### config.mk
export PLATFORM = sky130hd
export DESIGN_NAME = trdb_resync_timer
export DESIGN_NICKNAME = d
export VERILOG_FILES = /design/src/rtl/trdb_pkg.sv /design/src/rtl/trdb_resync_prescaler.sv /design/src/rtl/trdb_resync_timer.sv
export SDC_FILE = /design/constraint.sdc
export NUM_CORES = 1
export LEC_CHECK = 0
export CAP_MARGIN = 20
export CORE_ASPECT_RATIO = 1.5
export CORE_MARGIN = 2
export CORE_UTILIZATION = 56
export CTS_CLUSTER_SIZE = 10
export DETAILED_ROUTE_END_ITERATION = 6
export PLACE_DENSITY = 0.95
export SYNTH_ARGS = -nofsm -noshare
export SYNTH_HDL_FRONTEND = slang
export SYNTH_SLANG_ARGS = --single-unit
### constraint.sdc
create_clock -name clk_i -period 7.55 [get_ports clk_i]
set_input_delay 1.8875 -clock clk_i [delete_from_list [all_inputs] [get_ports clk_i]]
set_output_delay 1.8875 -clock clk_i [all_outputs]
set_load 0.03 [all_outputs]
### src/rtl/trdb_pkg.sv
// Shared trace-encoder types used by the resync timer.
package trdb_pkg;

  // What the resync timer counts: prescaled clock cycles or emitted packets.
  typedef enum logic {
    CYCLE_MODE  = 1'b0,
    PACKET_MODE = 1'b1
  } resync_mode_e;

  // Resync timer control states.
  typedef enum logic [1:0] {
    DISABLED = 2'd0,
    COUNT    = 2'd1,
    PENDING  = 2'd2
  } resync_state_e;

endpackage

### src/rtl/trdb_resync_prescaler.sv
// Cycle-mode prescaler: emits one tick every (prescale_i + 1) enabled cycles.
// clr_i has priority over counting and returns the divider to 0.
module trdb_resync_prescaler #(
  parameter int unsigned PRESCALE_W = 8
) (
  input  logic                  clk_i,
  input  logic                  rst_ni,
  input  logic                  en_i,
  input  logic                  clr_i,
  input  logic [PRESCALE_W-1:0] prescale_i,
  output logic                  tick_o
);

  logic [PRESCALE_W-1:0] cnt_q;
  logic [PRESCALE_W-1:0] cnt_d;

  assign tick_o = en_i && (cnt_q == prescale_i);

  // Next divider value: clear, wrap on tick, otherwise advance while enabled.
  always_comb begin
    cnt_d = cnt_q;
    if (clr_i) begin
      cnt_d = '0;
    end else if (tick_o) begin
      cnt_d = '0;
    end else if (en_i) begin
      cnt_d = cnt_q + PRESCALE_W'(1);
    end
  end

  // Divider register.
  always_ff @(posedge clk_i or negedge rst_ni) begin
    if (!rst_ni) begin
      cnt_q <= '0;
    end else begin
      cnt_q <= cnt_d;
    end
  end

endmodule

### src/rtl/trdb_resync_timer.sv
// Programmable resync timer: counts prescaled cycles or packets against a
// runtime threshold and holds a sticky request until the emitter acks it.
module trdb_resync_timer
  import trdb_pkg::*;
#(
  parameter int unsigned  CNT_W        = 16,
  parameter int unsigned  PRESCALE_W   = 8,
  parameter resync_mode_e DEFAULT_MODE = CYCLE_MODE
) (
  input  logic                  clk_i,
  input  logic                  rst_ni,
  input  logic                  trace_enabled_i,
  input  logic                  mode_i,
  input  logic [CNT_W-1:0]      threshold_i,
  input  logic [PRESCALE_W-1:0] prescale_i,
  input  logic                  packet_emitted_i,
  input  logic                  resync_rst_i,
  output logic                  resync_max_o,
  output logic [CNT_W-1:0]      count_o
);

  resync_state_e    state_q;
  resync_state_e    state_d;
  resync_mode_e     mode_q;
  resync_mode_e     mode_d;
  logic [CNT_W-1:0] counter_q;
  logic [CNT_W-1:0] counter_d;

  logic             mode_change;
  logic             presc_en;
  logic             presc_clr;
  logic             presc_tick;
  logic             event_hit;
  logic [CNT_W:0]   count_inc;
  logic             threshold_hit;

  // Saturating increment: the counter sticks at all-ones.
  function automatic logic [CNT_W-1:0] sat_inc(input logic [CNT_W-1:0] v);
    return (&v) ? v : v + CNT_W'(1);
  endfunction

  assign mode_d      = resync_mode_e'(mode_i);
  assign mode_change = (mode_d != mode_q);

  // The divider only runs while counting cycles; any ack, mode change or
  // disable restarts it so a fresh interval begins from zero.
  assign presc_en  = (state_q == COUNT) && (mode_q == CYCLE_MODE);
  assign presc_clr = !trace_enabled_i || resync_rst_i || mode_change;

  trdb_resync_prescaler #(
    .PRESCALE_W (PRESCALE_W)
  ) u_prescaler (
    .clk_i      (clk_i),
    .rst_ni     (rst_ni),
    .en_i       (presc_en),
    .clr_i      (presc_clr),
    .prescale_i (prescale_i),
    .tick_o     (presc_tick)
  );

  // One extra bit so a saturated counter still compares as reaching any threshold.
  assign count_inc     = {1'b0, counter_q} + (CNT_W + 1)'(1);
  assign threshold_hit = (threshold_i != '0) && (count_inc >= {1'b0, threshold_i});

  // Counting event; an ack or mode change in the same cycle drops it.
  always_comb begin
    event_hit = 1'b0;
    if ((state_q == COUNT) && trace_enabled_i && !resync_rst_i && !mode_change) begin
      event_hit = (mode_q == PACKET_MODE) ? packet_emitted_i : presc_tick;
    end
  end

  // FSM next state and event counter update.
  always_comb begin
    state_d   = state_q;
    counter_d = counter_q;
    if (!trace_enabled_i) begin
      state_d   = DISABLED;
      counter_d = '0;
    end else begin
      unique case (state_q)
        DISABLED: begin
          state_d   = COUNT;
          counter_d = '0;
        end
        COUNT: begin
          if (resync_rst_i || mode_change) begin
            counter_d = '0;
          end else if (event_hit) begin
            counter_d = sat_inc(counter_q);
            if (threshold_hit) begin
              state_d = PENDING;
            end
          end
        end
        PENDING: begin
          if (resync_rst_i) begin
            state_d   = COUNT;
            counter_d = '0;
          end else if (mode_change) begin
            counter_d = '0;
          end
        end
        default: begin
          state_d   = DISABLED;
          counter_d = '0;
        end
      endcase
    end
  end

  // State, mode and counter registers.
  always_ff @(posedge clk_i or negedge rst_ni) begin
    if (!rst_ni) begin
      state_q   <= DISABLED;
      mode_q    <= DEFAULT_MODE;
      counter_q <= '0;
    end else begin
      state_q   <= state_d;
      mode_q    <= mode_d;
      counter_q <= counter_d;
    end
  end

  assign resync_max_o = (state_q == PENDING);
  assign count_o      = counter_q;

endmodule

* Word-level counts from Yosys, hierarchy flattened
Cells that the tools add are included.
Word-level totals: register bits after elaboration 27, input bits 30, logic and storage cells 56
Cells by class: add/subtract/negate cells 3, order comparisons 1, equal/unequal tests 11, mux-type cells 18, bitwise operators 1, reduce and logical (&&, ||, !) cells 18
Operator list (number):
- 2-to-1 mux 16 bit | 6
- case mux 16 bit (2 select lines) | 1
- 2-to-1 mux 8 bit | 3
- adder 16 x 1 -> 17 bit, second input constant | 1
- >= comparator 17 x 16 -> 1 bit | 1
- adder 16 x 1 -> 16 bit, second input constant | 1
- AND reduction 16 bit | 1
- nonzero test 16 bit | 1
- != test 3 bit, second input constant | 4
- 2-to-1 mux 2 bit | 5
- adder 8 x 1 -> 8 bit, second input constant | 1
- equality test 8 bit | 1
- != test 4 x 3 -> 1 bit, second input constant | 2
- logical AND 1 bit | 6
- case mux 2 bit (3 select lines) | 1
- != test 4 bit, second input constant | 1
- AND reduction 4 bit | 1
- logical NOT 1 bit | 3
- logical OR 1 bit | 3
- AND reduction 3 bit | 1
- nonzero test 3 bit | 1
- equality test 2 x 1 -> 1 bit, second input constant | 1
- equality test 2 bit, second input constant | 1
- logical NOT 2 bit | 1
- 3 further kinds | 4

* Depth between registers and ports, before layout
depth after elaboration 9, mapped depth 14

* Modules after synthesis
Synthesis repeated with hierarchy kept, for this count alone.
Unflattened totals: cell total of the unflattened synthesis 228, area total of the unflattened synthesis 2152.1 µm²
By module, submodules not included:
- trdb_resync_timer | times used 1, cells each 176, area an instance 1619.1 µm²
- trdb_resync_prescaler | times used 1, cells each 52, area an instance 533.0 µm²

* Worst setup path before layout
No wires, ideal clock.
path kind in2reg, from input prescale_i[3], to register counter_q[11], in the netlist count_o[11], setup time 0.120 ns, arrival 3.161 ns, slack 4.269 ns, stages 5, buffers on the path 0, cells stage by stage xnor2_1 -> nand4_2 -> o311a_1 -> a211o_1 -> a31o_1
Between the ends: word-level cells in the longest chain between the ends 6
Ends and longest elaborated chain:
- from (decl) | line trdb_resync_timer.sv:15 | input logic [PRESCALE_W-1:0] prescale_i,
- equality test 8 bit | line trdb_resync_prescaler.sv:17 | assign tick_o = en_i && (cnt_q == prescale_i);
- logical AND 1 bit | line trdb_resync_prescaler.sv:17
- 2-to-1 mux 1 bit | line trdb_resync_timer.sv:69 | event_hit = (mode_q == PACKET_MODE) ? packet_emitted_i : presc_tick;
- 2-to-1 mux 1 bit | line trdb_resync_timer.sv:68 | if ((state_q == COUNT) && trace_enabled_i && !resync_rst_i && !mode_change) begin
- != test 4 x 3 -> 1 bit (no source line)
- AND reduction 3 bit (no source line)
- to (signal assigned) | line trdb_resync_timer.sv:121 | counter_q <= counter_d;
- to (decl) | line trdb_resync_timer.sv:26 | logic [CNT_W-1:0] counter_q;
Every way passes these cells. A chain may end at the register's enable or synchronous reset.

* Worst setup path after layout
from input resync_rst_i, to register counter_q[14], in the netlist count_o[14]
Between the ends: word-level cells in the longest chain between the ends 6, elaborated cells on any way between the ends 13, classes of those cells eq/ne (3); mux (5); reduce/logical (5)
Ends and longest elaborated chain:
- from (decl) | line trdb_resync_timer.sv:17 | input logic resync_rst_i,
- logical NOT 1 bit | line trdb_resync_timer.sv:68
- logical AND 1 bit (2 in a row) | line trdb_resync_timer.sv:68
- 2-to-1 mux 1 bit | line trdb_resync_timer.sv:68
- != test 4 x 3 -> 1 bit (no source line)
- AND reduction 3 bit (no source line)
Parallel ways exist; a longest one is shown, timed or not.

==> results.toml <==
[global_routing]
grt_max_degree = 28
grt_pass1_vias = 2277
antenna_found_initial = 0
grt_pass1_wl_um = 10600
grtUsageTotal_pct = 27.9
overflow = 0

[pwr]
p_leak_nw = 1.20
powerDensity_nw_per_um2 = 97.6
ir_drop_mv = 0.117
finalPower_uw = 279

[run]
maxCapViolations = 0

[timing]
period_minus_slack_ps = 3740
finalCritPeriodShare_pct = 49.5
tightest_slew_ps = 578
tns_ps = 0
rsz0062_at_grt = "false"
maxSlewHeadroom_pct = 61.4
hold_violations = 0
fmax_mhz = 268
slew_viol_final = 0
final.setup_skew_ps = 8.20
final-setup-viol-count = 0

[setup_path]
crit_path_max_fanout = 9
worstPathArrival_ps = 3920
crit_path_start = "resync_rst_i"
critPathLaunchType = "input port"
cp_slowest_stage_delay_ps = 540
r2r_cells = 11
r2r_start = "count_o[0]"
critPathKind = "input port to register"
rrSetupSlack_ps = 4240
crit_slowest_cell = "nor3_2"
crit_required_ps = 7730
crit_path_cell_trace = "clkdlybuf4s50_1, and2b_1, o21ai_1, nor3_2, nand2_1, o31ai_1"
cp-end-kind = "register"
crit_end = "count_o[14]"
worstReg2RegEnd = "state_q[0]"

[cells_and_area]
layout_commonest_cell = "clkdlybuf4s50_1"
fin_nets = 362
antenna_cells = 0
final_cell_mix = "clkdlybuf4s50_1 (46), dfrtp_1 (27), nand2_1 (25)"
fillCellCount = 289
drive_gt1_share_pct = 5.43
syn2layout_area_growth_pct = 22.8

[floorplan]
dieHeight_um = 82.9
pin_count = 47
fp.dieW_um = 56.6
fp-row-count = 28
design.core.area_um2 = 3960
initial_core_util_pct = 58.7
die-area_um2 = 4690

[drt]
viasPerCell = 6.52
route.detailed.drc = 0
routedWlPerCell_um = 17.6
vias = 2335
first_iter_violations = 97
first_pass_iters = 5
final_antenna_net_count = 0
finalWirelength_um = 6300

[synth]
syn_area_per_cell_um2 = 8.71
postSynthCellCount = 267
synthArstFlopShare_pct = 100
synth_ff_type = "dfrtp_1"
synth_edf_count = 0
synthDistinctLibCells = 58
yosysWarnings = 0
yosysSeqAreaShare_pct = 29.1
synth_fp_nets = 315
syn_area_um2 = 2320
ys_ff_latch = 27

[clock_network]
cts-resized-gates = 0
cts.path.max_buffers = 2
numCtsBuffers = 3
cts.sinks = 27
cts_hold_buf = 0
path_clk_slew_ps = 100
cts_tree = "done"
cts_max_level = 1
clk_latency_ps = 280
cts_root_buf = "clkbuf_8"
cts_setup_buffers = 0

[hold_path]
hp-class = "register to register"

[placement]
numPortBuffers = 46
dp_hpwl_um = 4920
gp_congestion = 0.991

[status]
status = "finished, final reports clean"
-- synthesized netlist by cell type, types with 5 or more instances --
cell | n | area share [%]
o21ai_0 | 10 | 2.2
xor2_1 | 5 | 1.9
a21oi_1 | 11 | 2.4
nor2_1 | 16 | 2.6
ha_1 | 18 | 9.7
dfrtp_1 | 27 | 29
nand4_1 | 10 | 2.7
nor4_1 | 5 | 1.3
nand2_1 | 25 | 4.0
nand3_1 | 13 | 2.8
inv_1 | 24 | 3.9
o31ai_1 | 6 | 1.9
xnor2_1 | 21 | 7.9
-- flip-flops by register name, summed over array words and instances (netlist names) --
| name | count |
|---|---|
| mode_q | 1 |
| u_prescaler.cnt_q | 8 |
| count_o | 16 |
| state_q | 2 |
-- critical path, delay by kind of cell --
family | cells | cell delay [ps]
simple gates | 3 | 1120
buf+inv | 1 | 460
compound gates | 2 | 450
-- stage by stage --
step / setup slack, ps / std cells / util (%) / hold WS (ps) / cell area, um2
2_1_floorplan: 4270 / 267 / - / 513 / 2320
3_3_place_gp: 3610 / 354 / 71.0 / 536 / 2810
3_5_place_dp: 3570 / 354 / 71.0 / 551 / 2810
4_1_cts: 3860 / 358 / 72.1 / 573 / 2850
5_1_grt: 3740 / 358 / 72.1 / 620 / 2850
6_report: 3810 / 358 / 72.1 / 564 / 2850
-- per-layer routing --
layer / vias to the layer above / global-route usage [%] / part of all wire, %
li1: 1087 / - / -
met1: 1087 / 32.7 / 36
met2: 140 / 51.1 / 54
met3: 21 / 2.65 / 6.9
met4: 0 / 9.96 / 3.1
met5: - / 0 / 0
-- power breakdown --
group / total (mW) / switching (mW) / leakage, nW / internal (mW)
registers: 0.146 / 0.00122 / 0.373 / 0.145
clock network: 0.0849 / 0.0470 / 0.0228 / 0.0380
logic: 0.0473 / 0.0245 / 0.806 / 0.0229
-- final cells by class --
class,count,area [um2],area share (%)
Tap cell,45,56.3,1.97
Clock buffer,4,45.0,1.58
Inverter,24,90.1,3.16
Multi-Input combinational cell,211,1520,53.2
Sequential cell,27,676,23.7
Timing Repair Buffer,47,468,16.4
-- worst min-delay path by stage --
stage | startpoint | endpoint | cells past startpoint
after floorplan | u_prescaler.cnt_q[1] | u_prescaler.cnt_q[1] | 2
after global placement | u_prescaler.cnt_q[1] | u_prescaler.cnt_q[1] | 2
after detailed placement | u_prescaler.cnt_q[1] | u_prescaler.cnt_q[1] | 2
after CTS | u_prescaler.cnt_q[1] | u_prescaler.cnt_q[1] | 2
after global routing | u_prescaler.cnt_q[0] | u_prescaler.cnt_q[0] | 1
final | u_prescaler.cnt_q[1] | u_prescaler.cnt_q[1] | 2
-- logic make-up after synthesis --
family / count (synthesis) / synth area share (%)
xor gates and xnor gates: 26 / 9.80
buffers and inverters: 29 / 5.60
and+or+nand+nor: 100 / 24.2
DFF: 27 / 29.1
adders and majority gates: 18 / 9.69
AOI/OAI and AO/OA: 66 / 21.3
muxes: 1 / 0.431
No activity file was read; power rests on OpenSTA's default activity.
